<file path="src/rtl/hazard_control_unit_pkg.sv">
// rtl/hazard_control_unit_pkg.sv - shared pipeline constants and hazard FSM encoding
// Package cpu_pkg: register-address width and zero-register constant (shared
// with the forwarding unit) plus the hazard controller state encoding.
package cpu_pkg;

    localparam int REG_ADDR_W = 5;
    localparam logic [REG_ADDR_W-1:0] REG_ZERO = '0;

    typedef enum logic [1:0] {
        ST_RUN        = 2'b00,
        ST_LOAD_STALL = 2'b01,
        ST_MDU_WAIT   = 2'b10
    } hcu_state_e;

endpackage

</file>
<file path="src/rtl/hazard_control_unit_if.sv">
// rtl/hazard_control_unit_if.sv - ID-stage hazard controller signal bundle
// Interface hazard_control_unit_if.
//   master: pipeline side, drives register/decode/EX status and mdu_done,
//           receives the stall/flush/MDU controls.
//   slave : hazard controller side.
// Optional macro HAZARD_STATS_EN adds stall_cycles / flush_count.
interface hazard_control_unit_if #(
    parameter int REG_ADDR_W = cpu_pkg::REG_ADDR_W
`ifdef HAZARD_STATS_EN
    , parameter int CNT_W = 16
`endif
);
    logic [REG_ADDR_W-1:0] rs_ID;
    logic [REG_ADDR_W-1:0] rt_ID;
    logic                  uses_rt_ID;
    logic                  mdu_op_ID;
    logic [REG_ADDR_W-1:0] rw_ID_EX;
    logic                  mem_read_EX;
    logic                  branch_taken_EX;
    logic                  mdu_done;
    logic                  pc_write;
    logic                  if_id_write;
    logic                  id_ex_bubble;
    logic                  if_id_flush;
    logic                  mdu_start;
    logic                  mdu_error;
`ifdef HAZARD_STATS_EN
    logic [CNT_W-1:0]      stall_cycles;
    logic [CNT_W-1:0]      flush_count;
`endif

    modport master (
        output rs_ID, rt_ID, uses_rt_ID, mdu_op_ID, rw_ID_EX, mem_read_EX,
               branch_taken_EX, mdu_done,
        input  pc_write, if_id_write, id_ex_bubble, if_id_flush, mdu_start, mdu_error
`ifdef HAZARD_STATS_EN
        , input stall_cycles, flush_count
`endif
    );

    modport slave (
        input  rs_ID, rt_ID, uses_rt_ID, mdu_op_ID, rw_ID_EX, mem_read_EX,
               branch_taken_EX, mdu_done,
        output pc_write, if_id_write, id_ex_bubble, if_id_flush, mdu_start, mdu_error
`ifdef HAZARD_STATS_EN
        , output stall_cycles, flush_count
`endif
    );

endinterface

</file>
<file path="src/rtl/hazard_timeout_counter.sv">
// rtl/hazard_timeout_counter.sv - saturating counter with clear, enable and terminal flag
// Ports: clk, reset (async, active-high), clr_i (synchronous clear, wins over
// en_i), en_i (count up), cnt_o (current value), tc_o (value == TC_VALUE).
// The counter stops at TC_VALUE, so it never wraps.
module hazard_timeout_counter #(
    parameter int             W        = 8,
    parameter logic [W-1:0]   TC_VALUE = '1
) (
    input  logic         clk,
    input  logic         reset,
    input  logic         clr_i,
    input  logic         en_i,
    output logic [W-1:0] cnt_o,
    output logic         tc_o
);

    logic [W-1:0] cnt_q;
    logic [W-1:0] cnt_d;

    assign tc_o  = (cnt_q == TC_VALUE);
    assign cnt_o = cnt_q;

    always_comb begin
        cnt_d = cnt_q;
        if (clr_i) begin
            cnt_d = '0;
        end else if (en_i && !tc_o) begin
            cnt_d = cnt_q + W'(1);
        end
    end

    always_ff @(posedge clk or posedge reset) begin
        if (reset) begin
            cnt_q <= '0;
        end else begin
            cnt_q <= cnt_d;
        end
    end

endmodule

</file>
<file path="src/rtl/hazard_control_unit.sv">
// rtl/hazard_control_unit.sv - load-use / branch / MDU hazard and stall controller
// Ports: clk, reset (async, active-high); bus (hazard_control_unit_if.slave)
// carrying ID/EX status in and pc_write, if_id_write, id_ex_bubble,
// if_id_flush, mdu_start, mdu_error out.
// Optional macro HAZARD_STATS_EN adds the stall_cycles / flush_count counters.
module hazard_control_unit
    import cpu_pkg::*;
#(
    parameter int REG_ADDR_W  = cpu_pkg::REG_ADDR_W,
    parameter int MDU_TIMEOUT = 64
`ifdef HAZARD_STATS_EN
    , parameter int CNT_W = 16
`endif
) (
    input logic clk,
    input logic reset,
    hazard_control_unit_if.slave bus
);

    localparam int              TW      = $clog2(MDU_TIMEOUT);
    localparam logic [TW-1:0]   TO_LAST = TW'(MDU_TIMEOUT - 1);

    hcu_state_e            state_q, state_d;
    logic                  err_q, err_d;
    logic [REG_ADDR_W-1:0] rw;
    logic                  load_use;
    logic                  to_tc;
    logic [TW-1:0]         to_cnt_unused;
    logic                  mdu_release;
    logic                  mdu_timeout;
    logic                  pc_w, ifid_w, bub_w, fl_w, st_w;

    assign rw       = bus.rw_ID_EX;
    assign load_use = bus.mem_read_EX && (rw != REG_ZERO) &&
                      ((rw == bus.rs_ID) || (bus.uses_rt_ID && (rw == bus.rt_ID)));

    // to_tc is the last permitted wait cycle; done in that same cycle is not a timeout.
    assign mdu_release = bus.mdu_done || to_tc;
    assign mdu_timeout = (state_q == ST_MDU_WAIT) && !bus.mdu_done && to_tc;

    hazard_timeout_counter #(
        .W        (TW),
        .TC_VALUE (TO_LAST)
    ) u_mdu_timeout (
        .clk   (clk),
        .reset (reset),
        .clr_i (st_w),
        .en_i  (state_q == ST_MDU_WAIT),
        .cnt_o (to_cnt_unused),
        .tc_o  (to_tc)
    );

    always_ff @(posedge clk or posedge reset) begin
        if (reset) begin
            state_q <= ST_RUN;
            err_q   <= 1'b0;
        end else begin
            state_q <= state_d;
            err_q   <= err_d;
        end
    end

    always_comb begin
        state_d = state_q;
        err_d   = err_q | mdu_timeout;
        case (state_q)
            ST_RUN: begin
                if (bus.branch_taken_EX) begin
                    state_d = ST_RUN;
                end else if (load_use) begin
                    state_d = ST_LOAD_STALL;
                end else if (bus.mdu_op_ID) begin
                    state_d = ST_MDU_WAIT;
                end
            end
            ST_LOAD_STALL: state_d = ST_RUN;
            ST_MDU_WAIT: begin
                if (mdu_release) begin
                    state_d = ST_RUN;
                end
            end
            default: state_d = ST_RUN;
        endcase
    end

    // Reset forces the run values so fetch is not frozen while the core is held.
    always_comb begin
        pc_w   = 1'b1;
        ifid_w = 1'b1;
        bub_w  = 1'b0;
        fl_w   = 1'b0;
        st_w   = 1'b0;
        if (!reset) begin
            if (bus.branch_taken_EX) begin
                fl_w  = 1'b1;
                bub_w = 1'b1;
            end else begin
                case (state_q)
                    ST_RUN: begin
                        if (load_use) begin
                            pc_w   = 1'b0;
                            ifid_w = 1'b0;
                            bub_w  = 1'b1;
                        end else if (bus.mdu_op_ID) begin
                            st_w   = 1'b1;
                            pc_w   = 1'b0;
                            ifid_w = 1'b0;
                            bub_w  = 1'b1;
                        end
                    end
                    ST_MDU_WAIT: begin
                        if (!mdu_release) begin
                            pc_w   = 1'b0;
                            ifid_w = 1'b0;
                            bub_w  = 1'b1;
                        end
                    end
                    default: ;
                endcase
            end
        end
    end

    assign bus.pc_write     = pc_w;
    assign bus.if_id_write  = ifid_w;
    assign bus.id_ex_bubble = bub_w;
    assign bus.if_id_flush  = fl_w;
    assign bus.mdu_start    = st_w;
    assign bus.mdu_error    = err_q;

`ifdef HAZARD_STATS_EN
    logic stall_sat_unused;
    logic flush_sat_unused;

    hazard_timeout_counter #(.W(CNT_W)) u_stall_stats (
        .clk   (clk),
        .reset (reset),
        .clr_i (1'b0),
        .en_i  (!pc_w),
        .cnt_o (bus.stall_cycles),
        .tc_o  (stall_sat_unused)
    );

    hazard_timeout_counter #(.W(CNT_W)) u_flush_stats (
        .clk   (clk),
        .reset (reset),
        .clr_i (1'b0),
        .en_i  (fl_w),
        .cnt_o (bus.flush_count),
        .tc_o  (flush_sat_unused)
    );
`endif

endmodule
</file>
<file path="src/flat_wrapper.sv">
// flat-port wrapper written by rule: the top's interface ports become plain ports
module hazard_control_unit_flat import cpu_pkg::*;
#(
    parameter int REG_ADDR_W  = cpu_pkg::REG_ADDR_W,
    parameter int MDU_TIMEOUT = 64

)
  (clk, reset, bus_rs_ID, bus_rt_ID, bus_uses_rt_ID, bus_mdu_op_ID, bus_rw_ID_EX, bus_mem_read_EX, bus_branch_taken_EX, bus_mdu_done, bus_pc_write, bus_if_id_write, bus_id_ex_bubble, bus_if_id_flush, bus_mdu_start, bus_mdu_error);
  hazard_control_unit_if #(.REG_ADDR_W(REG_ADDR_W)) bus_i ();
  input logic clk;
  input logic reset;
  input wire logic [$bits(bus_i.rs_ID)-1:0] bus_rs_ID;
  input wire logic [$bits(bus_i.rt_ID)-1:0] bus_rt_ID;
  input wire logic [$bits(bus_i.uses_rt_ID)-1:0] bus_uses_rt_ID;
  input wire logic [$bits(bus_i.mdu_op_ID)-1:0] bus_mdu_op_ID;
  input wire logic [$bits(bus_i.rw_ID_EX)-1:0] bus_rw_ID_EX;
  input wire logic [$bits(bus_i.mem_read_EX)-1:0] bus_mem_read_EX;
  input wire logic [$bits(bus_i.branch_taken_EX)-1:0] bus_branch_taken_EX;
  input wire logic [$bits(bus_i.mdu_done)-1:0] bus_mdu_done;
  output wire logic [$bits(bus_i.pc_write)-1:0] bus_pc_write;
  output wire logic [$bits(bus_i.if_id_write)-1:0] bus_if_id_write;
  output wire logic [$bits(bus_i.id_ex_bubble)-1:0] bus_id_ex_bubble;
  output wire logic [$bits(bus_i.if_id_flush)-1:0] bus_if_id_flush;
  output wire logic [$bits(bus_i.mdu_start)-1:0] bus_mdu_start;
  output wire logic [$bits(bus_i.mdu_error)-1:0] bus_mdu_error;
  assign bus_i.rs_ID = bus_rs_ID;
  assign bus_i.rt_ID = bus_rt_ID;
  assign bus_i.uses_rt_ID = bus_uses_rt_ID;
  assign bus_i.mdu_op_ID = bus_mdu_op_ID;
  assign bus_i.rw_ID_EX = bus_rw_ID_EX;
  assign bus_i.mem_read_EX = bus_mem_read_EX;
  assign bus_i.branch_taken_EX = bus_branch_taken_EX;
  assign bus_i.mdu_done = bus_mdu_done;
  assign bus_pc_write = bus_i.pc_write;
  assign bus_if_id_write = bus_i.if_id_write;
  assign bus_id_ex_bubble = bus_i.id_ex_bubble;
  assign bus_if_id_flush = bus_i.if_id_flush;
  assign bus_mdu_start = bus_i.mdu_start;
  assign bus_mdu_error = bus_i.mdu_error;
  hazard_control_unit #(.REG_ADDR_W(REG_ADDR_W), .MDU_TIMEOUT(MDU_TIMEOUT)) u_core (.clk(clk), .reset(reset), .bus(bus_i));
endmodule
</file>
<file path="config.mk">
export PLATFORM = sky130hd
export DESIGN_NAME = hazard_control_unit_flat
export DESIGN_NICKNAME = d
export VERILOG_FILES = /design/src/rtl/hazard_control_unit_pkg.sv /design/src/rtl/hazard_control_unit_if.sv /design/src/rtl/hazard_timeout_counter.sv /design/src/rtl/hazard_control_unit.sv /design/src/flat_wrapper.sv
export SDC_FILE = /design/constraint.sdc
export NUM_CORES = 1
export LEC_CHECK = 0
export CAP_MARGIN = 25
export CORE_MARGIN = 1.5
export CORE_UTILIZATION = 35
export CTS_CLUSTER_SIZE = 14
export DETAILED_ROUTE_END_ITERATION = 8
export GPL_TIMING_DRIVEN = 0
export PLACE_DENSITY_LB_ADDON = 0.08
export SYNTH_ARGS = -nofsm -noshare
export SYNTH_HDL_FRONTEND = slang
export SYNTH_SLANG_ARGS = --single-unit
</file>
<file path="constraint.sdc">
create_clock -name clk -period 4.4 [get_ports clk]
set_input_delay 0.88 -clock clk [delete_from_list [all_inputs] [get_ports clk]]
set_output_delay 0.88 -clock clk [all_outputs]
set_load 0.02 [all_outputs]
</file>
# Yosys cells after proc, flatten, opt, wreduce, memory -nomap -nowiden

Cells that the tools add are included.
Widths: inputs -> output; s select.

Add/subtract/negate cells: 1
Equality and inequality tests: 6
Mux-type cells: 25
Bitwise operators: 1
Reductions and logical operators: 14

Operator list:

| cell                | count |
|---|---|
| $mux 1              | 16 |
| $mux 6              | 2 |
| $eq 5x5->1          | 2 |
| $mux 2              | 4 |
| $add 6x1->6 const B | 1 |
| $eq 6x6->1 const B  | 1 |
| $logic_and 1x1->1   | 6 |
| $reduce_bool 5->1   | 1 |
| $ne 4x3->1 const B  | 1 |
| $pmux 1 s2          | 2 |
| $pmux 2 s2          | 1 |
| $eq 2x2->1 const B  | 1 |
| $logic_not 1->1     | 2 |
| $logic_not 2->1     | 1 |
| $logic_or 1x1->1    | 2 |
| $ne 2x1->1 const B  | 1 |
| $reduce_and 2->1    | 1 |
| $reduce_bool 2->1   | 1 |
| $or 1x1->1          | 1 |

Flip-flop bits (word level): 9
Input bits: 22
Output and inout port bits: 6
Logic and storage cells: 50

# Longest topological paths before layout

Gate-level depths: netlist (run 1).

Word-level depth: 9
Depth in mapped cells: 7
Gate-level depth less buffers: 6

# Modules after synthesis

From an unflattened synthesis (run 1), not the netlist that was laid out.

Cell total of the unflattened synthesis: 76
Area total of the unflattened synthesis: 699.4 µm²

By module, submodules not included:

| module                 | instances | cells an instance | area an instance (µm²) | seq. area each (µm²) |
|---|---|---|---|---|
| hazard_timeout_counter | 1         | 37                | 369.1                  | 150.1 |
| hazard_control_unit    | 1         | 39                | 330.3                  | 75.1 |

# Least setup slack after synthesis (run 1)

OpenSTA, ideal clock, no wires.

Kind: input port to output port
Start: input bus_rw_ID_EX[4]
End: output bus_pc_write
Data arrival time: 2.101 ns
Data required time: 3.520 ns
Path slack: 1.419 ns
Stages on the path: 5
Buffers on the path: 1
Path through: or4_1 -> o21a_1 -> nand2_1 -> a21o_1 -> buf_4

Cells in the longest elaborated chain, start to end: 8
Elaborated cells between the ends (all ways): 11
Those cells by class: eq/ne (2); mux (4); reduce/logical (5)

Ends and longest elaborated chain:

| item                  | line                      | source |
|---|---|---|
| from (decl)           | flat_wrapper.sv:16        | `input wire logic [$bits(bus_i.rw_ID_EX)-1:0] bus_rw_ID_EX;` |
| $eq 5x5->1            | hazard_control_unit.sv:35 | `((rw == bus.rs_ID) \|\| (bus.uses_rt_ID && (rw == bus.rt_ID)));` |
| $logic_and 1x1->1     | hazard_control_unit.sv:35 |  |
| $logic_or 1x1->1      | hazard_control_unit.sv:35 |  |
| $logic_and 1x1->1 *   | hazard_control_unit.sv:34 | `assign load_use = bus.mem_read_EX && (rw != REG_ZERO) &&` |
| $mux 1 *              | n/a                       |  |
| $pmux 1 s2 *          | n/a                       |  |
| $mux 1 * (2 in a row) | n/a                       |  |
| to (decl)             | flat_wrapper.sv:20        | `output wire logic [$bits(bus_i.pc_write)-1:0] bus_pc_write;` |

Mark *: on every way between the ends. The rest lies on a longest branch, timed or not.

# Final worst setup path (run 1)

Start: input bus_rw_ID_EX[4]
End: output bus_mdu_start

Cells in the longest elaborated chain, start to end: 8
Elaborated cells between the ends (all ways): 11
Those cells by class: eq/ne (2); mux (4); reduce/logical (5)

Ends and longest elaborated chain:

| item                | line                       | source |
|---|---|---|
| $eq 5x5->1          | hazard_control_unit.sv:35  |  |
| $logic_and 1x1->1   | hazard_control_unit.sv:35  |  |
| $logic_or 1x1->1    | hazard_control_unit.sv:35  |  |
| $logic_and 1x1->1 * | hazard_control_unit.sv:34  |  |
| $mux 1 *            | hazard_control_unit.sv:100 | `if (load_use) begin` |
| $mux 1 *            | hazard_control_unit.sv:98  | `case (state_q)` |
| $mux 1 *            | hazard_control_unit.sv:94  | `if (bus.branch_taken_EX) begin` |
| $mux 1 *            | hazard_control_unit.sv:93  | `if (!reset) begin` |
| to (decl)           | flat_wrapper.sv:24         | `output wire logic [$bits(bus_i.mdu_start)-1:0] bus_mdu_start;` |

Marked as above.

==> results_dict.tcl, run 1 <==
set metrics [dict create \
    critPathKind "input port to primary output" \
    fmax_ghz 0.2511 \
    grt_pass1_vias 513 \
    internal_power_uw 199.3 \
    nets 123 \
    ys_seq_elements 9 \
    dieHeight_um 44.86 \
    syn_to_final_growth_pct 51.63 \
    yosysWarnings 0 \
    ys_seq_area_frac 0.3673 \
    clock_power_share 0.216 \
    dp_hpwl_um 1033 \
    cp.required_ps 3520 \
    finalCritPeriodShare 0.9052 \
    die_area_mm2 0.002012 \
    place.gp.congestion 0.7679 \
    clk_latency_ps 260 \
    hold_class "flop to flop" \
    n_antenna_cell 0 \
    h-tree-depth 1 \
    gr-total-overflow 0 \
    layout_commonest_cell "clkdlybuf4s50_1" \
    vias 575 \
    syn_area_um2 613.1 \
    cts_tree "built" \
    crit_fanout 7 \
    wl_per_cell_um 10.74 \
    drcViolationCount 0 \
    min_period_ps 3983 \
    wl_um 1235 \
    whs_ps 455.5 \
    syn-num-nets 91 \
    die_w_um 44.86 \
    start_util 0.3889 \
    postSynthAreaPerCell_um2 9.016 \
    maxSlewViolCount 0 \
    rows 14 \
    syn_inst 68 \
    ioPinCount 28 \
    cts_hold_buffers 0 \
    p_switching_uw 93.84 \
    drive_gt1_frac 0.06061 \
    end_kind "primary output" \
    cts_buffer_depth 2 \
    cts_resized 0 \
    worst_slew_pin_slew_ps 608.7 \
    vias_per_cell 5.000 \
    p_leak_uw 0.0003859 \
    peakVddDrop_v 0.0002250 \
    cts_setup_buffers 0 \
    pwr-share-comb 0.364 \
    grt_max_degree 10 \
    run_status "finished clean" \
    setup_violations 0 \
    fp.coreArea_mm2 0.001577 \
    cts.clk_slew.worst_paths_ps 60 \
    rsz0062_at_grt "no" \
    gr-usage-all-layers 0.1397 \
    final_cell_mix "clkdlybuf4s50_1 (27), xnor2_1 (11), nor2_1 (10), dfrtp_1 (9), nand2_1 (6)" \
    grt_pass1_wl_um 2083 \
    p_sw_frac 0.3202 \
    numCtsBuffers 3 \
    drtPass1Iterations 4 \
    cts_sinks 9 \
    synth_cell_type_count 26 \
    slew_headroom 0.5923 \
    grt_antenna_before_repair 0 \
    p_seq_frac 0.420 \
    fin_skew_ps 3.395 \
    p_per_area_mw_per_mm2 315.3 \
    start_kind "input port" \
    root_buffer "clkbuf_4" \
    ant_nets 0 \
    dr.first_iter.drc_count 3 \
    tns_ps 0 \
    hold_viol_final 0 \
    max_cap_violations 0 \
    io_buffer_count 27 \
    cp.arrival_ps 3100 \
]
## Yosys cell counts
cell type | number | area [µm²]
mux2i_1 | 1 | 10.01
nand2b_1 | 1 | 6.260
ha_1 | 1 | 12.51
nand4_1 | 2 | 12.51
dfrtp_1 | 9 | 225.2
a211oi_1 | 1 | 7.510
inv_1 | 1 | 3.750
a2111oi_2 | 1 | 15.01
a21oi_2 | 1 | 8.760
nor3_1 | 3 | 15.01
a21o_1 | 2 | 15.01
buf_4 | 1 | 7.510
nor2b_1 | 1 | 6.260
o21a_1 | 1 | 7.510
o21ai_0 | 1 | 5.000
nor4_1 | 1 | 6.260
o22ai_1 | 1 | 6.260
nor2_1 | 10 | 37.54
nand3_1 | 2 | 10.01
nand2_1 | 6 | 22.52
or4_1 | 1 | 7.510
o22a_1 | 1 | 8.760
xor2_1 | 4 | 35.03
a31oi_1 | 1 | 6.260
xnor2_1 | 11 | 96.34
and3_1 | 3 | 18.77
## metrics by stage
stage	power, µW	instance area [µm²]	setup slack, ps	util	std cells
global placement	230.5	903.4	393.6	0.5730	111
finish	293.1	929.6	417.0	0.5897	115
global route	316.5	929.6	292.3	0.5897	115
CTS	298.0	929.6	387.5	0.5897	115
floorplan	187.7	613.1	1419	-	68
detailed placement	232.6	903.4	389.9	0.5730	111
## path summary, 6_finish.rpt
check	slack (ps)	end	start	cells past startpoint
setup reg to reg	2570	u_core.u_mdu_timeout.cnt_o[5]$_DFFE_PP0P_	u_core.u_mdu_timeout.cnt_o[0]$_DFFE_PP0P_	6
min in group asynchronous	970	u_core.state_q[0]$_DFFE_PP0P_	reset	2
hold / removal	460	u_core.bus.mdu_error$_DFF_PP0_	u_core.bus.mdu_error$_DFF_PP0_	1
hold reg to reg	460	u_core.bus.mdu_error$_DFF_PP0_	u_core.bus.mdu_error$_DFF_PP0_	1
max in group asynchronous	3170	u_core.u_mdu_timeout.cnt_o[1]$_DFFE_PP0P_	reset	2
setup / recovery	420	bus_mdu_start	bus_rw_ID_EX[4]	5
## layer usage
metal / vias to the layer above / part of all wire / global-route usage
li1: 301 / - / -
met1: 254 / 0.46 / 0.1687
met2: 20 / 0.47 / 0.2377
met3: 0 / 0.064 / 0.06000
met4: 0 / 0 / 0.01765
met5: - / 0 / 0
## sequential cells by signal, indices dropped and copies added, names as in the netlist
signal / count
u_core.bus.mdu_error: 1
u_core.u_mdu_timeout.cnt_o: 6
u_core.state_q: 2
## logic make-up (layout without fill, tap and decap cells)
logic type / after synthesis / after routing / synth area share
mux: 1 / 1 / 0.01633
compound gates: 10 / 10 / 0.1306
simple gates: 30 / 30 / 0.2327
flops: 9 / 9 / 0.3674
buf+inv: 2 / 33 / 0.01837
fa+ha+maj: 1 / 1 / 0.02040
xor+xnor: 15 / 15 / 0.2143
## cell type report
cell class / instances / area [µm²]
fill: 160 / 646.9
multi-input combinational: 57 / 376.6
timing repair buffer: 27 / 270.3
sequential: 9 / 225.2
clock buffer: 4 / 26.28
tap: 16 / 20.02
buffer: 1 / 7.507
inverter: 1 / 3.754
## worst max-delay path, cell delays in order
cell	delay [ps]
clkdlybuf4s50_1	460
or4_1	540
o21a_1	230
a21oi_2	310
clkdlybuf4s50_1	670
## power by group through the flow
stage	combinational (µW)	sequential [µW]	clock, µW
floorplan	64.6	123	0
global placement	106	124	0
detailed placement	108	125	0
CTS	109	123	66.0
global route	119	126	71.5
finish	107	123	63.2
Note: power is estimated with default switching activity, not from simulation.
==> run 2: changes to the inputs <==
- SETUP_SLACK_MARGIN: unset -> 0.02
==> results of run 2 <==
The final DEF is identical to that of run 1; final timing and power are the same.
